[src/rtl/edge_det_pkg.sv]
// Shared state encoding and default widths for the edge/threshold detector.
package edge_det_pkg;

  localparam int DEF_DATA_W = 16;
  localparam int DEF_QUAL_W = 8;
  localparam int DEF_TO_W   = 16;

  typedef enum logic [2:0] {
    ST_LOW,
    ST_RISE_Q,
    ST_HIGH,
    ST_FALL_Q,
    ST_LOCKOUT
  } state_t;

endpackage

[src/rtl/edge_threshold_detect_sample_qualifier.sv]
// Saturating consecutive-match counter shared by rise and fall qualification.
// reached reports whether the count after this cycle's command meets the hold.
module sample_qualifier
  import edge_det_pkg::*;
#(
  parameter int QUAL_W = DEF_QUAL_W
) (
  input  logic              clk,
  input  logic              rst,
  input  logic              clr,
  input  logic              load,
  input  logic              inc,
  input  logic [QUAL_W-1:0] hold_cnt,
  output logic              reached
);

  localparam logic [QUAL_W-1:0] Q_ONE = {{(QUAL_W-1){1'b0}}, 1'b1};
  localparam logic [QUAL_W-1:0] Q_MAX = {QUAL_W{1'b1}};

  logic [QUAL_W-1:0] qcnt;
  logic [QUAL_W-1:0] qcnt_nxt;
  logic [QUAL_W-1:0] eff_hold;

  always_comb begin
    eff_hold = (hold_cnt == '0) ? Q_ONE : hold_cnt;
    qcnt_nxt = qcnt;
    if (clr) begin
      qcnt_nxt = '0;
    end else if (load) begin
      qcnt_nxt = Q_ONE;
    end else if (inc && (qcnt != Q_MAX)) begin
      qcnt_nxt = qcnt + Q_ONE;
    end
    reached = !clr && (load || inc) && (qcnt_nxt >= eff_hold);
  end

  always_ff @(posedge clk) begin
    if (rst) begin
      qcnt <= '0;
    end else begin
      qcnt <= qcnt_nxt;
    end
  end

endmodule

[src/rtl/edge_threshold_detect.sv]
// Hysteresis edge detector with hold-count qualification and registered strobes.
// Optional pulse timeout with lockout is enabled by defining EDGE_DET_TIMEOUT_EN.
module edge_threshold_detect
  import edge_det_pkg::*;
#(
  parameter int DATA_W = DEF_DATA_W,
  parameter int QUAL_W = DEF_QUAL_W,
  parameter int TO_W   = DEF_TO_W
) (
  input  logic                     clk,
  input  logic                     rst,
  input  logic                     sample_valid,
  input  logic signed [DATA_W-1:0] sample_data,
  input  logic signed [DATA_W-1:0] hi_thresh,
  input  logic signed [DATA_W-1:0] lo_thresh,
  input  logic        [QUAL_W-1:0] hold_cnt,
  input  logic        [TO_W-1:0]   max_len,
  output logic                     rising_edge,
  output logic                     falling_edge,
  output logic                     level,
  output logic                     abort,
  output logic                     cfg_err
);

  state_t state, state_nxt;
  logic   above, below;
  logic   q_clr, q_load, q_inc, q_reached;
  logic   rise_nxt, fall_nxt;

`ifdef EDGE_DET_TIMEOUT_EN
  localparam logic [TO_W-1:0] T_ONE = {{(TO_W-1){1'b0}}, 1'b1};
  logic [TO_W-1:0] tcnt, tcnt_nxt, tcnt_inc;
  logic            timeout, abort_nxt, abort_q;
`else
  logic unused_max_len;
  assign unused_max_len = ^max_len;
  assign abort          = 1'b0;
`endif

  assign above = (sample_data >= hi_thresh);
  assign below = (sample_data <= lo_thresh);
  assign level = (state == ST_HIGH) || (state == ST_FALL_Q);

  sample_qualifier #(.QUAL_W(QUAL_W)) u_qual (
    .clk      (clk),
    .rst      (rst),
    .clr      (q_clr),
    .load     (q_load),
    .inc      (q_inc),
    .hold_cnt (hold_cnt),
    .reached  (q_reached)
  );

  always_comb begin
    state_nxt = state;
    q_clr     = 1'b0;
    q_load    = 1'b0;
    q_inc     = 1'b0;
    rise_nxt  = 1'b0;
    fall_nxt  = 1'b0;
`ifdef EDGE_DET_TIMEOUT_EN
    abort_nxt = 1'b0;
    tcnt_nxt  = tcnt;
    tcnt_inc  = (tcnt == {TO_W{1'b1}}) ? tcnt : tcnt + T_ONE;
    timeout   = (max_len != '0) && (tcnt_inc >= max_len);
`endif
    // A bad threshold pair overrides everything; only a live pulse gets closed.
    if (cfg_err) begin
      state_nxt = ST_LOW;
      q_clr     = 1'b1;
      fall_nxt  = (state == ST_HIGH) || (state == ST_FALL_Q);
`ifdef EDGE_DET_TIMEOUT_EN
      tcnt_nxt  = '0;
`endif
    end else if (sample_valid) begin
      case (state)
        ST_LOW: begin
          if (above) begin
            q_load = 1'b1;
            if (q_reached) begin
              state_nxt = ST_HIGH;
              rise_nxt  = 1'b1;
`ifdef EDGE_DET_TIMEOUT_EN
              tcnt_nxt  = '0;
`endif
            end else begin
              state_nxt = ST_RISE_Q;
            end
          end else begin
            q_clr = 1'b1;
          end
        end
        ST_RISE_Q: begin
          if (above) begin
            q_inc = 1'b1;
            if (q_reached) begin
              state_nxt = ST_HIGH;
              rise_nxt  = 1'b1;
`ifdef EDGE_DET_TIMEOUT_EN
              tcnt_nxt  = '0;
`endif
            end
          end else begin
            q_clr     = 1'b1;
            state_nxt = ST_LOW;
          end
        end
        ST_HIGH: begin
`ifdef EDGE_DET_TIMEOUT_EN
          tcnt_nxt = tcnt_inc;
          if (timeout) begin
            state_nxt = ST_LOCKOUT;
            abort_nxt = 1'b1;
            q_clr     = 1'b1;
          end else
`endif
          if (below) begin
            q_load = 1'b1;
            if (q_reached) begin
              state_nxt = ST_LOW;
              fall_nxt  = 1'b1;
            end else begin
              state_nxt = ST_FALL_Q;
            end
          end else begin
            q_clr = 1'b1;
          end
        end
        ST_FALL_Q: begin
`ifdef EDGE_DET_TIMEOUT_EN
          tcnt_nxt = tcnt_inc;
          if (timeout) begin
            state_nxt = ST_LOCKOUT;
            abort_nxt = 1'b1;
            q_clr     = 1'b1;
          end else
`endif
          if (below) begin
            q_inc = 1'b1;
            if (q_reached) begin
              state_nxt = ST_LOW;
              fall_nxt  = 1'b1;
            end
          end else begin
            q_clr     = 1'b1;
            state_nxt = ST_HIGH;
          end
        end
`ifdef EDGE_DET_TIMEOUT_EN
        ST_LOCKOUT: begin
          if (below) begin
            state_nxt = ST_LOW;
          end
        end
`endif
        default: begin
          state_nxt = ST_LOW;
          q_clr     = 1'b1;
        end
      endcase
    end
  end

  always_ff @(posedge clk) begin
    if (rst) begin
      state        <= ST_LOW;
      rising_edge  <= 1'b0;
      falling_edge <= 1'b0;
      cfg_err      <= 1'b0;
    end else begin
      state        <= state_nxt;
      rising_edge  <= rise_nxt;
      falling_edge <= fall_nxt;
      cfg_err      <= (lo_thresh > hi_thresh);
    end
  end

`ifdef EDGE_DET_TIMEOUT_EN
  always_ff @(posedge clk) begin
    if (rst) begin
      tcnt    <= '0;
      abort_q <= 1'b0;
    end else begin
      tcnt    <= tcnt_nxt;
      abort_q <= abort_nxt;
    end
  end

  assign abort = abort_q;
`endif

endmodule
[config.mk]
export PLATFORM = sky130hd
export DESIGN_NAME = edge_threshold_detect
export DESIGN_NICKNAME = d
export VERILOG_FILES = /design/src/rtl/edge_det_pkg.sv /design/src/rtl/edge_threshold_detect_sample_qualifier.sv /design/src/rtl/edge_threshold_detect.sv
export SDC_FILE = /design/constraint.sdc
export NUM_CORES = 1
export LEC_CHECK = 0
export BUFFER_PORTS_ARGS = -buffer_cell sky130_fd_sc_hd__buf_2
export CAP_MARGIN = 20
export CORE_MARGIN = 2
export CORE_UTILIZATION = 50
export DETAILED_ROUTE_END_ITERATION = 12
export PLACE_DENSITY = 0.91
export RECOVER_POWER = 25
export SETUP_SLACK_MARGIN = 0.05
export SLEW_MARGIN = 20
export SYNTH_ARGS = -nofsm -noshare
export SYNTH_HDL_FRONTEND = slang
export SYNTH_HIERARCHICAL = 1
export SYNTH_SLANG_ARGS = --single-unit
[constraint.sdc]
create_clock -name clk -period 8.45 [get_ports clk]
set_input_delay 2.535 -clock clk [delete_from_list [all_inputs] [get_ports clk]]
set_output_delay 2.535 -clock clk [all_outputs]
set_load 0.1 [all_outputs]
[Word-level counts from Yosys, hierarchy flattened]
Cells that the tools add are included.
Word-level totals
  input port bits: 75
  register bits after elaboration: 14
  output and inout bits: 5
  logic and storage cells: 65
Cells by class
  $lt $le $gt $ge: 4
  eq/ne operators: 8
  reduce and logical (&&, ||, !) cells: 13
  add/sub/neg operators: 1
  muxes and demuxes: 31
  bitwise operators: 3
Operator list (number)
  $mux W8: 4
  $mux W3: 6
  $ge A16 B16 Y1: 1
  $gt A16 B16 Y1: 1
  $le A16 B16 Y1: 1
  $mux W1: 15
  $pmux W3 S4: 1
  $add A8 B1 Y8 const B: 1
  $ge A8 B8 Y1: 1
  $logic_not A8 Y1: 1
  $ne A8 B8 Y1 const B: 1
  $eq A3 B2 Y1 const B: 2
  $ne A3 B3 Y1 const B: 2
  $pmux W1 S2: 3
  $reduce_or A2 Y1: 3
  $reduce_and A5 Y1: 1
  $reduce_or A5 Y1: 1
  $mux W2: 2
  $ne A2 B2 Y1 const B: 2
  $eq A3 B1 Y1 const B: 1
  $logic_and A1 B1 Y1: 3
  $logic_not A3 Y1: 1
  $not A1 Y1: 3
  $logic_or A1 B1 Y1: 2
  $logic_not A1 Y1: 1

[Logic depth before layout (Yosys ltp)]
Gate-level depths: netlist of run 1.
  depth in word-level cells: 16
  mapped depth: 20
  gate-level depth less buffers: 20

[By module]
The synthesis of run 1 kept the hierarchy.
Modules (own cells, without submodules)
  edge_threshold_detect: seq. area each 100.1 um^2, times used 1, area an instance 1425.1 um^2, cells each 180
  sample_qualifier: seq. area each 160.2 um^2, times used 1, area an instance 663.1 um^2, cells each 85

[Least setup slack after synthesis of run 1]
No wires, ideal clock.
  path type: input to register
  start: input port hi_thresh[15]
  end: register state[1]
  library setup time: 0.059 ns
  data arrival time: 6.763 ns
  path buffers: 0
  cell stages on the path: 20
  slack: 1.628 ns
  required time: 8.391 ns
  cell sequence: inv_1 ha_1 nand4_2 nor3_2 a21boi_1 or4_4 xor2_1 o2bb2ai_2 nor4bb_1 nand3_1 or4_1 o21ai_2 nor2_1 ha_1 nand4_1 a211o_1 a311oi_1 nand3_1 a211oi_2 a31o_1
Between the ends
  word-level cells in the longest chain between the ends: 14
  elaborated cells on any way between the ends: 31
  those cells by class: 2 x order compare; 3 x eq/ne; 20 x mux; 6 x reduce/logical
Ends and longest elaborated chain
  start, declared: RTL line edge_threshold_detect.sv:14  | input logic signed [DATA_W-1:0] hi_thresh,
  $ge A16 B16 Y1 *: RTL line edge_threshold_detect.sv:40  | assign above = (sample_data >= hi_thresh);
  $mux W1 *: RTL line edge_threshold_detect.sv:94  | if (above) begin
  $pmux W1 S2 *: RTL line edge_threshold_detect.sv:76  | case (state)
  $mux W1 *: RTL line edge_threshold_detect.sv:75  | end else if (sample_valid) begin
  $mux W1 *: RTL line edge_threshold_detect.sv:68  | if (cfg_err) begin
  net q_inc: RTL line edge_threshold_detect.sv:27  | logic q_clr, q_load, q_inc, q_reached;
  $logic_and A1 B1 Y1 *: RTL line edge_threshold_detect_sample_qualifier.sv:31  | end else if (inc && (qcnt != Q_MAX)) begin
  $mux W8 *: RTL line edge_threshold_detect_sample_qualifier.sv:31
  $mux W8 *: RTL line edge_threshold_detect_sample_qualifier.sv:29  | end else if (load) begin
  $mux W8 *: RTL line edge_threshold_detect_sample_qualifier.sv:27  | if (clr) begin
  net u_qual.qcnt_nxt[6]: RTL line edge_threshold_detect_sample_qualifier.sv:21  | logic [QUAL_W-1:0] qcnt_nxt;
  $ge A8 B8 Y1 *: RTL line edge_threshold_detect_sample_qualifier.sv:34  | reached = !clr && (load || inc) && (qcnt_nxt >= eff_hold);
  $logic_and A1 B1 Y1 *: RTL line edge_threshold_detect_sample_qualifier.sv:34
  net q_reached: RTL line edge_threshold_detect.sv:27
  $mux W2 (on tied branches): RTL line edge_threshold_detect.sv:119, edge_threshold_detect.sv:80
  $mux W3 (on tied branches): RTL line edge_threshold_detect.sv:117, edge_threshold_detect.sv:78
  $pmux W3 S4: RTL line edge_threshold_detect.sv:76
  end signal, assigned: RTL line edge_threshold_detect.sv:171  | state <= state_nxt;
  end, declared: RTL line edge_threshold_detect.sv:25  | state_t state, state_nxt;
Mark *: on every way through the listed nets, which the timed path passes. The rest lies on a longest branch. The select of a mux whose other input is x is not followed.
A chain may end at the register's enable or synchronous reset.

[Worst setup path after layout of run 1]
  start: input port sample_data[15]
  end: register state[1]
Between the ends
  word-level cells in the longest chain between the ends: 14
  elaborated cells on any way between the ends: 36
  those cells by class: 3 x order compare; 4 x eq/ne; 23 x mux; 6 x reduce/logical
Ends and longest elaborated chain
  start, declared: RTL line edge_threshold_detect.sv:13  | input logic signed [DATA_W-1:0] sample_data,
  $le A16 B16 Y1 or $ge A16 B16 Y1 (tied branches): RTL line edge_threshold_detect.sv:41, edge_threshold_detect.sv:40
  $mux W1 (on tied branches): RTL line edge_threshold_detect.sv:138, edge_threshold_detect.sv:94
  $pmux W1 S2 *: RTL line edge_threshold_detect.sv:76
  $mux W1 *: RTL line edge_threshold_detect.sv:75
  $mux W1 *: RTL line edge_threshold_detect.sv:68
  net q_inc: RTL line edge_threshold_detect.sv:27
  $logic_and A1 B1 Y1 *: RTL line edge_threshold_detect_sample_qualifier.sv:31
  $mux W8 *: RTL line edge_threshold_detect_sample_qualifier.sv:31
  $mux W8 *: RTL line edge_threshold_detect_sample_qualifier.sv:29
  $mux W8 *: RTL line edge_threshold_detect_sample_qualifier.sv:27
  net u_qual.qcnt_nxt[6]: RTL line edge_threshold_detect_sample_qualifier.sv:21
  $ge A8 B8 Y1 *: RTL line edge_threshold_detect_sample_qualifier.sv:34
  $logic_and A1 B1 Y1 *: RTL line edge_threshold_detect_sample_qualifier.sv:34
  net q_reached: RTL line edge_threshold_detect.sv:27
  $mux W2 (on tied branches): RTL line edge_threshold_detect.sv:119, edge_threshold_detect.sv:80
  $mux W3 (on tied branches): RTL line edge_threshold_detect.sv:117, edge_threshold_detect.sv:78
  $pmux W3 S4: RTL line edge_threshold_detect.sv:76
Marks and branches as above.

==> metrics.yaml, run 1 <==
run_status:
  run_status: "complete, no violations"
clocking:
  cts_root_buf: "sky130_fd_sc_hd__clkbuf_8"
  tritoncts: "yes"
  postCtsSetupRepairBufs: 0
  count_of_cells_resized_by_post_cts_repair: 0
  worst_skew_pair.late_latency_ns: 0.24
  h-tree-depth: 1
  cts_hold_repair.buffers: 0
  clock_sink_count: 13
  cts.clk_slew.worst_paths_ns: 0.05
  cts_buffer_depth: 2
  cts-buffers-inserted: 3
logic_synthesis:
  synth_commonest_cells: "sky130_fd_sc_hd__ha_1, sky130_fd_sc_hd__inv_1, sky130_fd_sc_hd__nor2_1, sky130_fd_sc_hd__a21oi_1, sky130_fd_sc_hd__dfxtp_1"
  mappedNetlistArea_sq_um: 2090
  synthArstFlopShare_pct: 0
  synth-seq-cells: 13
  synth_edf_count: 0
  synthesis.yosys.warnings: 6
  yosys.area.top_type: "sky130_fd_sc_hd__ha_1"
  synth_area_leaders: "sky130_fd_sc_hd__ha_1, sky130_fd_sc_hd__dfxtp_1, sky130_fd_sc_hd__inv_1"
  synth_fp_nets: 397
  yosysMostFrequentCell: "sky130_fd_sc_hd__ha_1"
  synth_flop_cell: "sky130_fd_sc_hd__dfxtp_1"
  synthesis.instances: 265
  synth_cell_type_count: 50
  syn-mean-instance-area_sq_um: 7.88
  yosysTopAreaCellShare_pct: 34.2
  ys_seq_area_share_pct: 12.5
grt:
  antenna_violations_before_repair: 0
  grt_pass1_vias: 1916
  grt_max_degree: 8
  global_route.overflow_total: 0
  wire_length_of_the_first_global_routing_pass_mm: 7.79
  grtUsageTotal_pct: 21.2
job:
  maxCapViolations: 0
sta:
  finalCritPeriodShare_pct: 80.3
  tightestPinTransition_ns: 1.17
  final_period_minus_worst_setup_slack_ns: 6.79
  timing_hold_violations_final: 0
  setup_tns_ns: 0
  fmax_mhz: 147
  final.hold.worst_slack_ns: 0.535
  final_setup_fails: 0
  final.setup.worst_slack_ns: 1.66
  max-slew-margin-rel_pct: 22.3
  clock-skew-final_ns: 0.00473
  final_count_of_pins_violating_max_slew: 0
  rsz0062_at_grt: "false"
route:
  antenna_violating_nets_left: 0
  drt_iter0_markers: 72
  drt_pre_antenna_iters: 4
  viasPerCell: 5.53
  drcViolationCount: 0
  route.vias.total: 2089
  post_drt_wl_per_cell_um: 12.6
  detail_route.wirelength_mm: 4.75
floorplanning:
  core-area_sq_um: 4000
  rows: 23
  floorplan.initialDensity_pct: 52.2
  chipHeight_um: 68.6
  chipWidth_um: 68.6
  floorplan.io_pins: 80
  floorplan.die_area_sq_um: 4710
setup_path:
  crit_path_top_delay_cell: "sky130_fd_sc_hd__or4_4"
  reg2reg_depth: 15
  end_kind: "register"
  critical_path.max_stage_delay_ns: 0.51
  critPathArrivalTime_ns: 6.97
  worstReg2RegStart: "state[1]$_SDFFE_PP0P_"
  cp_data_required_time_ns: 8.63
  crit-reg2reg-capture: "state[1]$_SDFFE_PP0P_"
  timing.reg2reg.setup_slack_ns: 4.95
  path_class: "in -> reg"
  worstSetupStartpointType: "input pin"
  cp_cell_sequence: "buf_2, ha_1, nand4_2, nor3_2, a21boi_1, or4_4, xor2_1, o2bb2ai_2, nor4bb_1, buf_4, nand3_1, or4_1, o21ai_2, nor2_1, ha_1, nand4_1, a211o_1, a311oi_1, nand3_1, a211oi_2, a31o_1"
  timing.critical_path.fanout_max: 7
final_layout:
  seq_area_sq_um: 260
  multi_input_comb_area_sq_um: 1650
  finalNetCount: 461
  p_r_area_growth_vs_syn_pct: 19.2
  number_of_filler_instances_in_the_final_layout: 335
  postLayoutCellArea_sq_um: 2490
  layout-drive-gt1-share_pct: 23.5
  ant_cells: 0
placement:
  buffer_ports.inserted: 62
  dp_worst_setup_slack_ns: 1.45
  gp_congestion: 0.882
  detailedPlacementHpwl_mm: 4.24
  postPlaceCellArea_sq_um: 2450
pwr:
  power_per_cell_area_nw_per_um2: 86.8
  ir_drop_mv: 0.0549
  leakagePower_nw: 1.35
  total_power_mw: 0.216
min_path:
  hold_start: "cfg_err$_SDFF_PP0_"
  holdPathStages: 2
  timing.hold.worst.class: "reg -> reg"
  timing.hold.worst_endpoint: "falling_edge$_SDFF_PP0_"
-- how the worst max path moves through the flow --
stage	startpoint	end	slack, ns	cells after the start
finish	sample_data[15]	state[1]$_SDFFE_PP0P_	1.66	21
global route	hi_thresh[15]	state[1]$_SDFFE_PP0P_	1.33	22
CTS	sample_data[15]	state[1]$_SDFFE_PP0P_	1.67	20
detailed placement	sample_data[15]	state[1]$_SDFFE_PP0P_	1.45	21
global placement	sample_data[15]	state[1]$_SDFFE_PP0P_	1.56	21
floorplan	hi_thresh[15]	state[1]$_SDFFE_PP0P_	1.63	20
-- report_power, final --
group	internal, mW	switching [mW]
registers	0.0628	0.00179
logic	0.0428	0.0550
clock network	0.0332	0.0206
-- state kept, by name, summed over array words and instances, names as in the netlist --
| name | flops |
|---|---|
| falling_edge | 1 |
| state | 2 |
| cfg_err | 1 |
| u_qual/qcnt | 8 |
| rising_edge | 1 |
-- layout make-up --
cell class                 instances  area share, %
clock buffer                       4           1.81
inverter                          43           6.48
multi-input combinational        205           66.2
sequential                        13           10.5
tap                               50           2.51
timing repair buffer              63           12.6
-- logic make-up (layout without fill, tap and decap cells) --
kind of cell | count (synthesis) | in the layout | share of synthesized area, %
flops | 13 | 13 | 12.5
compound gates | 63 | 63 | 20.4
other cells | 1 | 1 | 0.180
buf+inv | 47 | 110 | 8.63
xor+xnor | 5 | 5 | 2.10
mux | 2 | 2 | 0.959
fa+ha+maj | 57 | 57 | 34.2
simple gates | 77 | 77 | 21.1
-- worst max-delay path: cells and delay by family --
kind / cells / cell delay, ns
simple gates: 9 / 1.87
fa+ha+maj: 2 / 0.65
xor+xnor: 1 / 0.19
compound gates: 7 / 1.40
buf+inv: 2 / 0.32
-- layout by cell type (no fill, tap or decap), types with 7 or more instances in the layout --
cell type,synthesis,layout
sky130_fd_sc_hd__o21ai_0,9,9
sky130_fd_sc_hd__nand3_1,8,8
sky130_fd_sc_hd__nor2_1,23,23
sky130_fd_sc_hd__ha_1,57,57
sky130_fd_sc_hd__a21o_1,10,10
sky130_fd_sc_hd__dfxtp_1,13,13
sky130_fd_sc_hd__nand4_1,11,11
sky130_fd_sc_hd__buf_2,0,58
sky130_fd_sc_hd__nand2_1,7,7
sky130_fd_sc_hd__inv_1,43,43
sky130_fd_sc_hd__a21oi_1,21,21
-- per-layer routing --
metal / vias to the layer above / part of all wire, % / global-route usage, %
met5: - / 0 / 0
met4: 0 / 1.5 / 7.50
met3: 8 / 5.4 / 0.649
met2: 69 / 49 / 37.9
met1: 929 / 44 / 27.1
li1: 1083 / - / -
-- per-stage QoR --
step | std cells | utilization (%)
detailed placement | 374 | 61.2
global placement | 374 | 61.2
global route | 378 | 62.2
floorplan | 265 | -
CTS | 378 | 62.4
finish | 378 | 62.2
(Power assumes the default switching activity.)
==> run 2: changes to the inputs <==
- clock period: 8.45 -> 6.6 ns (I/O delays scaled with it)
==> metrics.yaml, run 2 (synthesis results as in run 1) <==
placement:
  detailedPlacementHpwl_mm: 4.31
  buffer_ports.inserted: 62
  place_inst: 375
  gp_congestion: 0.882
job:
  maxCapViolations: 0
clocking:
  tritoncts: "yes"
  cts-buffers-inserted: 3
  cts.clk_slew.worst_paths_ns: 0.05
  count_of_cells_resized_by_post_cts_repair: 0
  cts_hold_repair.buffers: 0
  cts_root_buf: "sky130_fd_sc_hd__clkbuf_8"
  worst_skew_pair.late_latency_ns: 0.23
  h-tree-depth: 1
  postCtsSetupRepairBufs: 0
  clock_sink_count: 13
  cts_buffer_depth: 2
pwr:
  leakagePower_nw: 1.36
  ir_drop_mv: 0.0724
  power.switching_fraction_pct: 35.6
  power_switching_mw: 0.0987
  power_share_of_the_clock_group_pct: 24.4
  power_per_cell_area_nw_per_um2: 111
  intPower_mw: 0.179
  share_seq_of_total_power_pct: 29.8
  pwr-share-comb_pct: 45.8
  total_power_mw: 0.277
floorplanning:
  chipWidth_um: 68.6
  floorplan.die_area_sq_um: 4710
  chipHeight_um: 68.6
  floorplan.initialDensity_pct: 52.2
  rows: 23
  floorplan.io_pins: 80
  core-area_sq_um: 4000
sta:
  final_period_minus_worst_setup_slack_ns: 6.15
  rsz0062_at_grt: "false"
  max-slew-margin-rel_pct: 21.7
  timing_hold_violations_final: 0
  clock-skew-final_ns: 0.00523
  setup_tns_ns: 0
  final_setup_fails: 0
  finalCritPeriodShare_pct: 93.2
  fmax_mhz: 163
  tightestPinTransition_ns: 1.18
  final_count_of_pins_violating_max_slew: 0
min_path:
  holdPathStages: 2
  hold_start: "state[0]$_SDFFE_PP0P_"
  timing.hold.worst.class: "reg -> reg"
final_layout:
  finalNetCount: 462
  largest_registers_ranked_by_flip_flop_count: "u_qual/qcnt (8), state (2)"
  layout-drive-gt1-share_pct: 24.0
  layout_common_cells: "sky130_fd_sc_hd__buf_2, sky130_fd_sc_hd__ha_1, sky130_fd_sc_hd__inv_1"
  flip_flop_count_of_the_largest_register_all_copies_and_words_added: 8
  fin_cells: 379
  ant_cells: 0
  top_register: "u_qual/qcnt"
  number_of_filler_instances_in_the_final_layout: 356
  mostFrequentLayoutCell: "sky130_fd_sc_hd__buf_2"
  p_r_area_growth_vs_syn_pct: 19.9
setup_path:
  cp_cell_sequence: "buf_2, ha_1, nand4_2, nor3_2, a21boi_1, or4_4, xor2_1, o2bb2ai_2, nor4bb_1, buf_4, nand3_1, or4_1, o21ai_2, nor2_1, ha_1, nand4_1, a211o_1, a311oi_2, nand3_1, a211oi_2, a31o_1"
  crit_path_top_delay_cell: "sky130_fd_sc_hd__or4_4"
  end_kind: "register"
  path_class: "in -> reg"
  reg2reg_depth: 15
  timing.critical_path.fanout_max: 7
  worstSetupStartpointType: "input pin"
  cp_data_required_time_ns: 6.78
  critical_path.startpoint: "sample_data[15]"
  critPathArrivalTime_ns: 6.33
  critical_path.max_stage_delay_ns: 0.51
  worstReg2RegStart: "state[1]$_SDFFE_PP0P_"
route:
  drt_pre_antenna_iters: 4
  detail_route.wirelength_mm: 4.90
  route.vias.total: 2061
  drcViolationCount: 0
  viasPerCell: 5.44
  antenna_violating_nets_left: 0
  drt_iter0_markers: 69
  post_drt_wl_per_cell_um: 12.9
grt:
  wire_length_of_the_first_global_routing_pass_mm: 8.16
  antenna_violations_before_repair: 0
  global_route.overflow_total: 0
  grtUsageTotal_pct: 22.2
  grt_max_degree: 8
  grt_pass1_vias: 1964
run_status:
  run_status: "complete, no violations"
run 2: layer usage:
layer  vias to the layer above  track usage, %  wire length (um)
met5                         -               0                 0
met4                         0            2.50                 0
met3                         0            1.79               266
met2                        58            42.2              2420
met1                       922            27.6              2210
li1                       1081               -                 -
run 2: layout make-up:
class | instances | area (sq um) | area share [%]
tap | 50 | 62.6 | 2.50
clock buffer | 4 | 45.0 | 1.80
inverter | 43 | 161 | 6.45
multi-input combinational | 205 | 1650 | 66.1
sequential | 13 | 260 | 10.4
timing repair buffer | 64 | 320 | 12.8
run 2: path summary, 6_finish.rpt:
kind | endpoint | slack, ns
worst min-delay path | state[0]$_SDFFE_PP0P_ | 0.53
worst max register to register | state[1]$_SDFFE_PP0P_ | 3.18
worst max-delay path | state[1]$_SDFFE_PP0P_ | 0.45
worst min register to register | state[0]$_SDFFE_PP0P_ | 0.53
run 2: worst max-delay path, delay by kind of cell:
kind | cells | cell delay, ns
simple gates | 9 | 1.83
compound gates | 7 | 1.36
fa+ha+maj | 2 | 0.66
buf+inv | 2 | 0.31
xor+xnor | 1 | 0.19
run 2: per-stage QoR:
| step | util [%] | setup WS [ns] | hold slack [ns] | area, sq um |
|---|---|---|---|---|
| 2_1_floorplan | - | 0.333 | 0.471 | 2090 |
| 3_3_place_gp | 61.4 | 0.272 | 0.499 | 2460 |
| 3_5_place_dp | 61.4 | 0.156 | 0.518 | 2460 |
| 4_1_cts | 62.6 | 0.384 | 0.527 | 2500 |
| 5_1_grt | 62.6 | 0.165 | 0.550 | 2500 |
| 6_report | 62.6 | 0.451 | 0.528 | 2500 |
run 2: power by group through the flow:
stage / sequential [mW] / combinational, mW / clock [mW]
2_1_floorplan: 0.0888 / 0.0794 / 0
3_3_place_gp: 0.0840 / 0.120 / 0
3_5_place_dp: 0.0841 / 0.125 / 0
4_1_cts: 0.0826 / 0.126 / 0.0687
5_1_grt: 0.0828 / 0.145 / 0.0725
6_report: 0.0826 / 0.127 / 0.0676
